$ cat config.mk
export PLATFORM = sky130hd
export DESIGN_NAME = router_fifo
export DESIGN_NICKNAME = d
export VERILOG_FILES = /design/src/rtl/router_pkg.sv /design/src/rtl/router_fifo_mem.sv /design/src/rtl/router_fifo.sv
export SDC_FILE = /design/constraint.sdc
export NUM_CORES = 1
export LEC_CHECK = 0
export ABC_AREA = 1
export BUFFER_PORTS_ARGS = -buffer_cell sky130_fd_sc_hd__buf_2
export CAP_MARGIN = 20
export CORE_MARGIN = 5
export CORE_UTILIZATION = 61
export DETAILED_ROUTE_END_ITERATION = 7
export GPL_TIMING_DRIVEN = 0
export PLACE_DENSITY = 0.87
export SYNTH_ARGS = -nofsm -noshare
export SYNTH_HDL_FRONTEND = slang
export SYNTH_SLANG_ARGS = --single-unit
$ cat constraint.sdc
create_clock -name clk -period 2.25 [get_ports clk]
set_input_delay 0.225 -clock clk [delete_from_list [all_inputs] [get_ports clk]]
set_output_delay 0.225 -clock clk [all_outputs]
set_load 0.01 [all_outputs]
$ cat src/rtl/router_pkg.sv
// Shared constants for the router output buffer: widths, depth and the
// header byte field positions used by the read-side length tracker.
package router_pkg;

  localparam int DATA_W = 8;
  localparam int DEPTH  = 16;
  localparam int ADDR_W = 4;
  localparam int CNT_W  = 7;

  // Header byte layout: [7:2] payload length, [1:0] destination address.
  localparam int HDR_LEN_MSB  = 7;
  localparam int HDR_LEN_LSB  = 2;
  localparam int HDR_ADDR_MSB = 1;
  localparam int HDR_ADDR_LSB = 0;

endpackage

$ cat src/rtl/router_fifo_mem.sv
// Storage array for one router output buffer. Each entry is a data byte plus a
// header tag bit at the top. Writes land on the clock edge; reads are
// combinational so the top level can register the selected byte itself.
module router_fifo_mem
  import router_pkg::*;
(
  input  logic              clk,
  input  logic              we,
  input  logic [ADDR_W-1:0] waddr,
  input  logic [DATA_W:0]   wdata,
  input  logic [ADDR_W-1:0] raddr,
  output logic [DATA_W:0]   rdata
);

  logic [DATA_W:0] mem [DEPTH];

  // Store the tagged byte at the write address when enabled; no reset, contents are don't-care.
  always_ff @(posedge clk) begin
    if (we) begin
      mem[waddr] <= wdata;
    end
  end

  assign rdata = mem[raddr];

endmodule

$ cat src/rtl/router_fifo.sv
// Per-port output buffer of the 1x3 router. Holds tagged bytes, reports
// full/empty to the synchroniser and tracks how much of the current packet is
// still to be read so the output side knows when a packet is in flight.
//
// Handshake: a write_en beat is accepted only when full is low and a read_en
// beat only when empty is low, both judged on the flag values before the edge.
// A beat that is not accepted is dropped with no side effects; the sender
// must present it again.
module router_fifo
  import router_pkg::*;
(
  input  logic              clk,
  input  logic              rst,
  input  logic              soft_rst,
  input  logic              write_en,
  input  logic              read_en,
  input  logic              lfd_state,
  input  logic [DATA_W-1:0] data_in,
  output logic [DATA_W-1:0] data_out,
  output logic              full,
  output logic              empty,
  output logic              pkt_busy
);

  logic [ADDR_W:0]  wr_ptr;
  logic [ADDR_W:0]  rd_ptr;
  logic [CNT_W-1:0] rd_cnt;
  logic [DATA_W:0]  rd_word;
  logic             wr_ok;
  logic             rd_ok;
  logic             clear;

  // Extra pointer MSB distinguishes a full buffer from an empty one.
  assign empty = (wr_ptr == rd_ptr);
  assign full  = (wr_ptr[ADDR_W] != rd_ptr[ADDR_W]) &&
                 (wr_ptr[ADDR_W-1:0] == rd_ptr[ADDR_W-1:0]);

  assign clear    = rst | soft_rst;
  assign wr_ok    = write_en & ~full;
  assign rd_ok    = read_en & ~empty;
  assign pkt_busy = (rd_cnt != '0);

  router_fifo_mem u_mem (
    .clk   (clk),
    .we    (wr_ok & ~clear),
    .waddr (wr_ptr[ADDR_W-1:0]),
    .wdata ({lfd_state, data_in}),
    .raddr (rd_ptr[ADDR_W-1:0]),
    .rdata (rd_word)
  );

  // Pointer advance, registered read data and packet length tracking.
  // rst and soft_rst clear to the same values, so rst winning is implicit.
  always_ff @(posedge clk) begin
    if (clear) begin
      wr_ptr   <= '0;
      rd_ptr   <= '0;
      rd_cnt   <= '0;
      data_out <= '0;
    end else begin
      if (wr_ok) begin
        wr_ptr <= wr_ptr + 1'b1;
      end
      if (rd_ok) begin
        rd_ptr   <= rd_ptr + 1'b1;
        data_out <= rd_word[DATA_W-1:0];
        if (rd_word[DATA_W]) begin
          // Header: payload length plus the trailing parity byte.
          rd_cnt <= CNT_W'(rd_word[HDR_LEN_MSB:HDR_LEN_LSB]) + 1'b1;
        end else if (rd_cnt != '0) begin
          rd_cnt <= rd_cnt - 1'b1;
        end
      end
    end
  end

endmodule

==> flow_summary.ini, run 1 <==
[cells_and_area]
nets = 790
n_fill_cell = 739
drive_gt1_frac = 0.166
n_antenna_cell = 0
area_growth_pct = 16.8

[die]
design.core.area_um2 = 11900
io_pins = 25
die-area_um2 = 14300
initial_core_util = 0.616
chipWidth_um = 120
num_rows = 40
die_y_um = 120

[clocking]
cts.sinks = 173
cts_tree = built
path_clk_slew_ns = 0.07
cts-htree-levels = 4
max-clock-path-buffers = 2
cts_root_buf = clkbuf_16
clkLatencyLatePin_ns = 0.44
cts_buffers = 17

[power]
peakVddDrop_mv = 0.746
leakagePower_nw = 3.36
powerDensity_nw_per_um2 = 765
total_power_mw = 6.56

[yosys]
synth_seq_cells = 173
ys_async_sr_fraction = 0
netlist.area_leader.share = 0.589
synth_area_leaders = edfxtp_1 (59%), nand2_1 (8.4%), dfxtp_1 (7.9%)
syn_nets = 728
yosysMostFrequentCell = nand2_1
synth_area_um2 = 7340
synth_edf_count = 144
yosysWarnings = 0
syn_inst = 706
yosys.area.top_type = edfxtp_1
synth.distinct_cells = 30
synth.avg_cell_area_um2 = 10.4
ys.flop_type = edfxtp_1
synth-seq-area-share = 0.668
ys_top_cells_by_count = nand2_1 (165), edfxtp_1 (144), nand3_1 (76)

[timing]
slew_viol_final = 0
setup_slack_ns = -0.0231
finalCritPeriodShare = 1.01
post-route-min-period_ns = 2.27
clock_skew_ns = 0.0154
clock.fmax_mhz = 440
slew_headroom = 0.587
final-hold-violation-count = 0
setup_viol = 27
setup_tns_ns = -0.374
tightest_slew_ns = 0.619

[setup_path]
cp_top_family = simple AND/OR/NAND/NOR gates
crit_top_cell = nand2_1
end_kind = flop
cp_num_cells = 9
r2r_cells = 9
slowest_delay_ns = 0.47
cp_max_fo = 8
r2r-end = u_mem.mem[7][6]
critical_path_required_ns = 2.45
path_buf_inv = 2
crit_slowest_cell = dfxtp_1
critPathLaunchType = flop
r2r-start = wr_ptr[1]
worstPathCellList = xor2_1, nor2_1, nand2_1, or2_2, nand2_2, inv_1, nand2_1, nor3_4, buf_4
timing_worst_setup_path_type = reg2reg
rrSetupSlack_ns = -0.02
worstPathArrival_ns = 2.47
cp-startpoint = wr_ptr[1]
crit_end = u_mem.mem[7][6]

[global_routing]
top_usage_layer = met2
overflow = 0
track_usage = 0.273
antenna_found_initial = 0
met2_usage = 0.437
first_global_vias = 5622
use_met3 = 0.0782
gr-usage-met1 = 0.338
grt_start_max_net_pins = 17
grt_pass1_wl_um = 29400

[routing]
first_pass_iters = 6
ant_nets = 0
drc = 0
vias = 5944
avgRoutedWirePerCell_um = 22.3
wl_um = 20700
drt_iter0_markers = 1002
via_per_inst = 6.41

[min_path]
hold_path_class = in2reg
whs_path_depth = 1

[placed_design]
port_buffers = 24
dp_hpwl_um = 11700
gp_congestion = 0.930

[flow_run]
maxCapViolCount = 0

[outcome]
status = finished, violations left
violations = setup timing
[final cells by class]
cell class | count | area, um2 | share of cell area
Inverter | 64 | 241 | 0.0281
Buffer | 30 | 160 | 0.0187
Clock inverter | 13 | 93.8 | 0.0109
Clock buffer | 19 | 433 | 0.0505
Tap cell | 147 | 184 | 0.0214
Sequential cell | 173 | 4910 | 0.572
Multi-Input combinational cell | 439 | 2190 | 0.255
Timing Repair Buffer | 43 | 373 | 0.0435
[repair_timing]
action / CTS / global route
hold buffers: 0 / 0
resized for setup: 22 / 19
pin swaps: 0 / 11
buffers inserted: 0 / 12
setup endpoints to repair: 107 / 140
[worst min-delay path by stage]
stage / to / start / slack (ns)
2_1_floorplan: u_mem.mem[0][0] / data_in[0] / 0.32
3_5_place_dp: wr_ptr[4] / wr_ptr[4] / 0.48
3_3_place_gp: wr_ptr[4] / wr_ptr[4] / 0.47
5_1_grt: u_mem.mem[0][6] / data_in[6] / 0.16
6_report: u_mem.mem[5][6] / data_in[6] / 0.16
4_1_cts: data_out[7] / rst / 0.11
[metal layers]
metal / up-vias / wire (um) / share of wire
li1: 2537 / - / -
met1: 2720 / 7020 / 0.34
met2: 569 / 9670 / 0.47
met3: 118 / 2810 / 0.14
met4: 0 / 1160 / 0.056
met5: - / 0 / 0
[sequential cells by signal (all words and copies together), names as in the netlist, named ones only]
signal     count
u_mem.mem    144
data_out       8
rd_cnt         7
rd_ptr         5
wr_ptr         5
[metrics by stage]
step           std cells  cell area, um2  setup slack (ns)  utilization  hold WS (ns)
2_1_floorplan        706            7340             0.195            -         0.324
3_3_place_gp         877            7650            -0.662        0.642         0.468
3_5_place_dp         884            7740            -0.356        0.650         0.477
4_1_cts              916            8340           -0.0336        0.700         0.109
5_1_grt              928            8580           -0.0775        0.720         0.160
6_report             928            8580           -0.0231        0.720         0.162
[power breakdown]
part | switching, mW | leakage, nW | internal, mW
Clock | 1.27 | 0.252 | 1.41
Combinational | 0.275 | 1.57 | 0.107
Sequential | 0.0155 | 1.53 | 3.48
[logic make-up after synthesis]
logic type      share of synthesized area
compound gates                     0.0721
xor+xnor                          0.00835
fa+ha+maj                          0.0136
buf+inv                            0.0535
flops                               0.668
simple gates                        0.185
[layout by cell type (no fill, tap or decap), drive strengths merged]
cell type	instances
xnor2	1
a31oi	5
ha	8
clkinvlp	3
o211ai	4
clkinv	8
nand4	1
nor2	69
nand3	76
inv	66
nor3b	2
clkbuf	30
o21ai	57
dfxtp	29
or2	1
a21oi	24
o221ai	5
buf	62
nor3	7
xor2	6
nand2	170
o22ai	3
edfxtp	144
[worst reg2reg max path: stages (launching register included)]
cell	delay, ns
dfxtp_1	0.47
xor2_1	0.12
nor2_1	0.20
nand2_1	0.09
or2_2	0.31
nand2_2	0.16
inv_1	0.11
nand2_1	0.28
nor3_4	0.11
buf_4	0.18
Note: power is estimated with default switching activity, not from simulation.
==> run 2, diff against run 1 <==
--- a/config.mk
+++ b/config.mk
@@ -13,6 +13,7 @@
 export DETAILED_ROUTE_END_ITERATION = 7
 export GPL_TIMING_DRIVEN = 0
 export PLACE_DENSITY = 0.87
+export REMOVE_ABC_BUFFERS = 1
 export SYNTH_ARGS = -nofsm -noshare
 export SYNTH_HDL_FRONTEND = slang
 export SYNTH_SLANG_ARGS = --single-unit
==> run 2 against run 1 <==
  * The run still ends with setup timing left
  * Critical path depth shrank 2
  * Sequential power is essentially flat
  * Via count grew 0.17%
  * Largest power group unchanged
==> flow_summary.ini, run 2 (synthesis results as in run 1) <==
[outcome]
status = finished, violations left
violations = setup timing

[setup_path]
rrSetupSlack_ns = -0.21
r2r-start = rd_ptr[0]
worstPathArrival_ns = 2.76
r2r_cells = 7
critical_path_required_ns = 2.55
end_kind = flop
cp_max_fo = 10
timing_worst_setup_path_type = reg2reg
critPathLaunchType = flop

[min_path]
hp-start = data_in[0]
hold-path-endpoint = u_mem.mem[9][0]
hold_path_class = in2reg
whs_path_depth = 1

[global_routing]
grt_start_max_net_pins = 70
track_usage = 0.245
antenna_found_initial = 1
overflow = 0
grt_pass1_wl_um = 26600
first_global_vias = 5215

[placed_design]
dp_cells = 853
place_area_um2 = 7570
place_ws_ns = -0.915
gp_congestion = 0.845
dp_hpwl_um = 9620
port_buffers = 24

[power]
p_comb_frac = 0.063
powerDensity_nw_per_um2 = 758
swShare = 0.241
power.share.clock = 0.407
internal-power_mw = 5.00
leakagePower_nw = 3.36
peakVddDrop_mv = 0.663
switchingPower_mw = 1.59
seqPwrFrac = 0.531

[flow_run]
maxCapViolCount = 0

[routing]
drt_iter0_markers = 1094
drc = 0
via_per_inst = 6.51
vias = 5954
first_pass_iters = 8
avgRoutedWirePerCell_um = 23.0
ant_nets = 0
wl_um = 21100

[die]
chipWidth_um = 120
io_pins = 25
num_rows = 40
die-area_um2 = 14300
initial_core_util = 0.616
design.core.area_um2 = 11900
die_y_um = 120

[cells_and_area]
nets = 776
final_cell_area_um2 = 8700
fin_cells = 915
layout_common_cells = nand2_1 (160), edfxtp_1 (144), nand3_1 (76)
drive_gt1_frac = 0.171
top_register = u_mem.mem
area_growth_pct = 18.5
final_common_cell = nand2_1
reg.largest.list = u_mem.mem x144, data_out x8, rd_cnt x7
largest_reg_flops = 144
finish.utilization = 0.731

[clocking]
cts.sinks = 173
max-clock-path-buffers = 2
clkLatencyLatePin_ns = 0.43
cts_root_buf = clkbuf_16
cts_tree = built
cts-htree-levels = 4
path_clk_slew_ns = 0.07
cts_buffers = 17
postCtsHoldBufs = 0

[timing]
finalCritPeriodShare = 1.09
slew_viol_final = 0
post-route-min-period_ns = 2.46
slew_headroom = 0.526
tightest_slew_ns = 0.709
clock_skew_ns = 0.0129
clock.fmax_mhz = 407
setup_viol = 152
setup_slack_ns = -0.209
final-hold-violation-count = 0
[run 2: changes by cell type in the layout (fill, tap and decap cells not counted), sizes merged]
cell      previous run  this run
buf                 62        57
clkbuf              30        18
clkinv               8         9
clkinvlp             3         8
diode                0         1
inv                 66        63
[run 2: worst max path at each step]
stage	startpoint	endpoint	slack (ns)	depth (start not counted)
2_1_floorplan	flop	rd_cnt[1]	-1.15	10
3_3_place_gp	flop	rd_cnt[1]	-2.60	12
3_5_place_dp	flop	rd_cnt[1]	-0.91	12
4_1_cts	rd_ptr[0]	u_mem.mem[10][3]	-0.24	8
5_1_grt	rd_ptr[0]	flop	-0.19	7
6_report	rd_ptr[0]	flop	-0.21	7
[run 2: layout make-up]
cell class              instances  area (um2)
multi-input cells             439        2200
clock inverters                15        98.8
fillers                       688        3210
diodes                          1        2.50
inverters                      64         283
flip-flops and latches        173        4920
repair buffers                 58         593
clock buffers                  17         425
repair inverters                1        5.00
well taps                     147         184
[run 2: per-layer routing]
metal | track usage | up-vias | part of all wire
met5 | 0 | - | 0
met4 | 0.100 | 0 | 0.055
met3 | 0.0547 | 125 | 0.12
met2 | 0.436 | 564 | 0.50
met1 | 0.287 | 2762 | 0.33
li1 | - | 2503 | -
[run 2: critical path, cell delays in order, from the launching register on]
cell        delay (ns)
dfxtp_1           0.52
xor2_1            0.14
nor2_1            0.22
nand3_1           0.16
nand2_1           0.33
clkinvlp_2        0.52
nor2_1            0.30
nor2_1            0.13
[run 2: power groups by stage]
stage | Combinational, mW | Clock, mW | Sequential [mW]
finish | 0.413 | 2.68 | 3.50
global route | 0.440 | 2.82 | 3.50
CTS | 0.348 | 2.59 | 3.50
detailed placement | 0.328 | 0 | 3.58
global placement | 0.297 | 0 | 3.58
floorplan | 0.188 | 0 | 3.58
[run 2: per-stage QoR]
| stage | hold WS [ns] | TNS [ns] | power (mW) |
|---|---|---|---|
| after detailed placement | 0.488 | -54.60 | 3.90 |
| after global placement | 0.465 | -174.78 | 3.88 |
| after CTS | 0.148 | -8.06 | 6.44 |
| after global routing | 0.189 | -7.19 | 6.76 |
| final | 0.179 | -9.50 | 6.59 |
| after floorplan | 0.324 | -12.78 | 3.77 |
[run 2: timing repair]
item                       in CTS  in global routing
buffers inserted                6                 21
gates resized for setup        28                 28
setup endpoints to repair     150                151
gates cloned                    0                  2
pin swaps                       0                 15
==> run 3, diff against run 2 <==
--- a/config.mk
+++ b/config.mk
@@ -5,7 +5,6 @@
 export SDC_FILE = /design/constraint.sdc
 export NUM_CORES = 1
 export LEC_CHECK = 0
-export ABC_AREA = 1
 export BUFFER_PORTS_ARGS = -buffer_cell sky130_fd_sc_hd__buf_2
 export CAP_MARGIN = 20
 export CORE_MARGIN = 5
==> run 3 against run 2 <==
  * The run still ends with setup timing left
  * Flip-flop and latch count unchanged
  * Cell area down 0.73%
  * Clock power up 3%
  * Via count down 30%
  * Clock skew down 0.0011 ns
  * First-iteration DRC count down 54%
  * Routed wire length down 22%
  * Critical path depth up 1
  * Largest power group unchanged
  * Highest routed layer unchanged
==> flow_summary.ini, run 3 <==
[cells_and_area]
n_fill_cell = 584
reg.largest.list = u_mem.mem x144, data_out x8, rd_cnt x7
layout_common_cells = edfxtp_1 (144), mux4_2 (41), nand2_1 (28)
final_common_cell = edfxtp_1
nets = 505
largest_reg_flops = 144
area.sequential_um2 = 4920
multi_input_comb_area_um2 = 2240
finish.utilization = 0.763
n_antenna_cell = 0
final_cell_area_um2 = 8640
area_growth_pct = 24.0
drive_gt1_frac = 0.400
top_register = u_mem.mem

[setup_path]
end_kind = flop
crit_slowest_cell = mux4_2
worstPathArrival_ns = 2.70
critical_path_required_ns = 2.54
r2r_cells = 8
r2r-end = rd_cnt[1]
timing_worst_setup_path_type = reg2reg
rrSetupSlack_ns = -0.16
cp_max_fo = 6
worstPathCellList = buf_12, mux4_2, mux4_2, buf_6, nor2_4, nor2_2, o22ai_2, nor2_1
crit_top_cell = mux4_2
slowest_delay_ns = 0.62
critPathLaunchType = flop

[power]
leakagePower_nw = 2.78
power.share.clock = 0.425
internal-power_mw = 5.10
peakVddDrop_mv = 1.00
total_power_mw = 6.50
powerDensity_nw_per_um2 = 752
p_comb_frac = 0.039
seqPwrFrac = 0.535
switchingPower_mw = 1.39
swShare = 0.215

[yosys]
synth-seq-area-share = 0.704
synth_top_family_by_area = multiplexers
yosys.area.top_type = edfxtp_1
synth_edf_count = 144
yosys.area_share.adder = 0.0144
syn_inst = 414
yosysMostFrequentCell = edfxtp_1
ys_top_cells_by_count = edfxtp_1 (144), mux4_2 (40), nor2_1 (33)
ys_async_sr_fraction = 0
yosysWarnings = 0
synthXorXnorAreaFrac = 0.0214
synth_seq_cells = 173
ys.flop_type = edfxtp_1
synth_area_leaders = edfxtp_1 (62%), mux4_2 (13%), dfxtp_1 (8.3%)
synth.distinct_cells = 40
synth_compound_area_frac = 0.0401
netlist.area_leader.share = 0.621
synth.avg_cell_area_um2 = 16.8
synth_mux_area_frac = 0.133
synth-simple-area-share = 0.0674
synth_area_um2 = 6970

[timing]
clock_skew_ns = 0.0118
setup_slack_ns = -0.159
clock.fmax_mhz = 415
tightest_slew_ns = 0.658
grt_setup_unrepaired = yes
finalCritPeriodShare = 1.07
post-route-min-period_ns = 2.41
slew_viol_final = 0
setup_viol = 20
final-hold-violation-count = 0
slew_headroom = 0.560

[clocking]
clkLatencyLatePin_ns = 0.43
cts.sinks = 173
path_clk_slew_ns = 0.07
cts_tree = built
cts-htree-levels = 4
max-clock-path-buffers = 2
cts_root_buf = clkbuf_16
cts_buffers = 17

[min_path]
hold-path-endpoint = u_mem.mem[9][6]
whs_path_depth = 1
hp-start = data_in[6]
hold_path_class = in2reg

[die]
chipWidth_um = 117
io_pins = 25
die_y_um = 117
die-area_um2 = 13700
initial_core_util = 0.615
num_rows = 39
design.core.area_um2 = 11300

[global_routing]
track_usage = 0.247
first_global_vias = 3994
antenna_found_initial = 0
use_met3 = 0.0725
met2_usage = 0.418
gr-usage-met1 = 0.316
grt_start_max_net_pins = 27
top_usage_layer = met2
overflow = 0
grt_pass1_wl_um = 23600

[routing]
ant_nets = 0
avgRoutedWirePerCell_um = 25.8
drt_iter0_markers = 505
vias = 4158
via_per_inst = 6.52
wl_um = 16400
drc = 0
first_pass_iters = 5

[placed_design]
dp_hpwl_um = 8390
gp_congestion = 0.853
place_area_um2 = 7200
port_buffers = 24
place_ws_ns = -1.04

[flow_run]
maxCapViolCount = 0

[outcome]
status = finished, violations left
violations = setup timing
-- run 3: cells by family after synthesis --
family | Yosys count
mux | 42
simple gates | 103
buf+inv | 27
fa+ha+maj | 8
xor+xnor | 17
compound gates | 44
flops | 173
-- run 3: worst max-delay path: cells and delay by family, from the launching register on --
family                 cells  cell delay [ns]
AO/OA/AOI/OAI              1             0.15
flip-flops                 1             0.40
multiplexers               2             1.19
AND/OR/NAND/NOR            3             0.23
buffers and inverters      2             0.31
-- run 3: worst max path at each step --
stage / start / cells past startpoint / end
final: flop / 8 / rd_cnt[1]
after detailed placement: wr_ptr[2] / 6 / u_mem.mem[1][4]
after CTS: flop / 7 / rd_cnt[4]
after global placement: flop / 4 / rd_cnt[6]
after floorplan: flop / 4 / rd_cnt[6]
after global routing: wr_ptr[2] / 6 / u_mem.mem[2][7]
-- run 3: timing repair --
action / 4_1_cts / 5_1_grt
gates resized for setup: 58 / 29
hold buffers: 0 / 0
gates cloned: 3 / 0
pin swaps: 9 / 28
buffers inserted: 16 / 22
setup endpoints to repair: 158 / 150
-- run 3: per-stage QoR --
| step | cells | hold WS (ns) | TNS (ns) |
|---|---|---|---|
| 5_1_grt | 638 | 0.170 | -5.31 |
| 2_1_floorplan | 393 | 0.324 | -29.29 |
| 3_3_place_gp | 560 | 0.442 | -137.61 |
| 6_report | 638 | 0.174 | -1.87 |
| 4_1_cts | 616 | 0.160 | -1.18 |
| 3_5_place_dp | 566 | 0.449 | -119.50 |
-- run 3: final cells by class --
cell class | instances | share of cell area
multi-input combinational | 215 | 0.259
timing repair buffer | 70 | 0.0844
clock buffer | 19 | 0.0501
tap | 143 | 0.0207
inverter | 6 | 0.00261
sequential | 173 | 0.570
clock inverter | 12 | 0.0132
-- run 3: power groups by stage --
stage	Clock (mW)	Combinational, mW	Sequential, mW
after floorplan	0	0.0984	3.56
after global placement	0	0.164	3.56
after detailed placement	0	0.182	3.56
after CTS	2.74	0.221	3.48
after global routing	2.96	0.275	3.48
final	2.76	0.257	3.48
-- run 3: per-layer routing --
metal | part of all wire | up-vias
met2 | 0.52 | 243
met4 | 0.020 | 0
met3 | 0.083 | 29
met5 | 0 | -
met1 | 0.38 | 2130
li1 | - | 1756
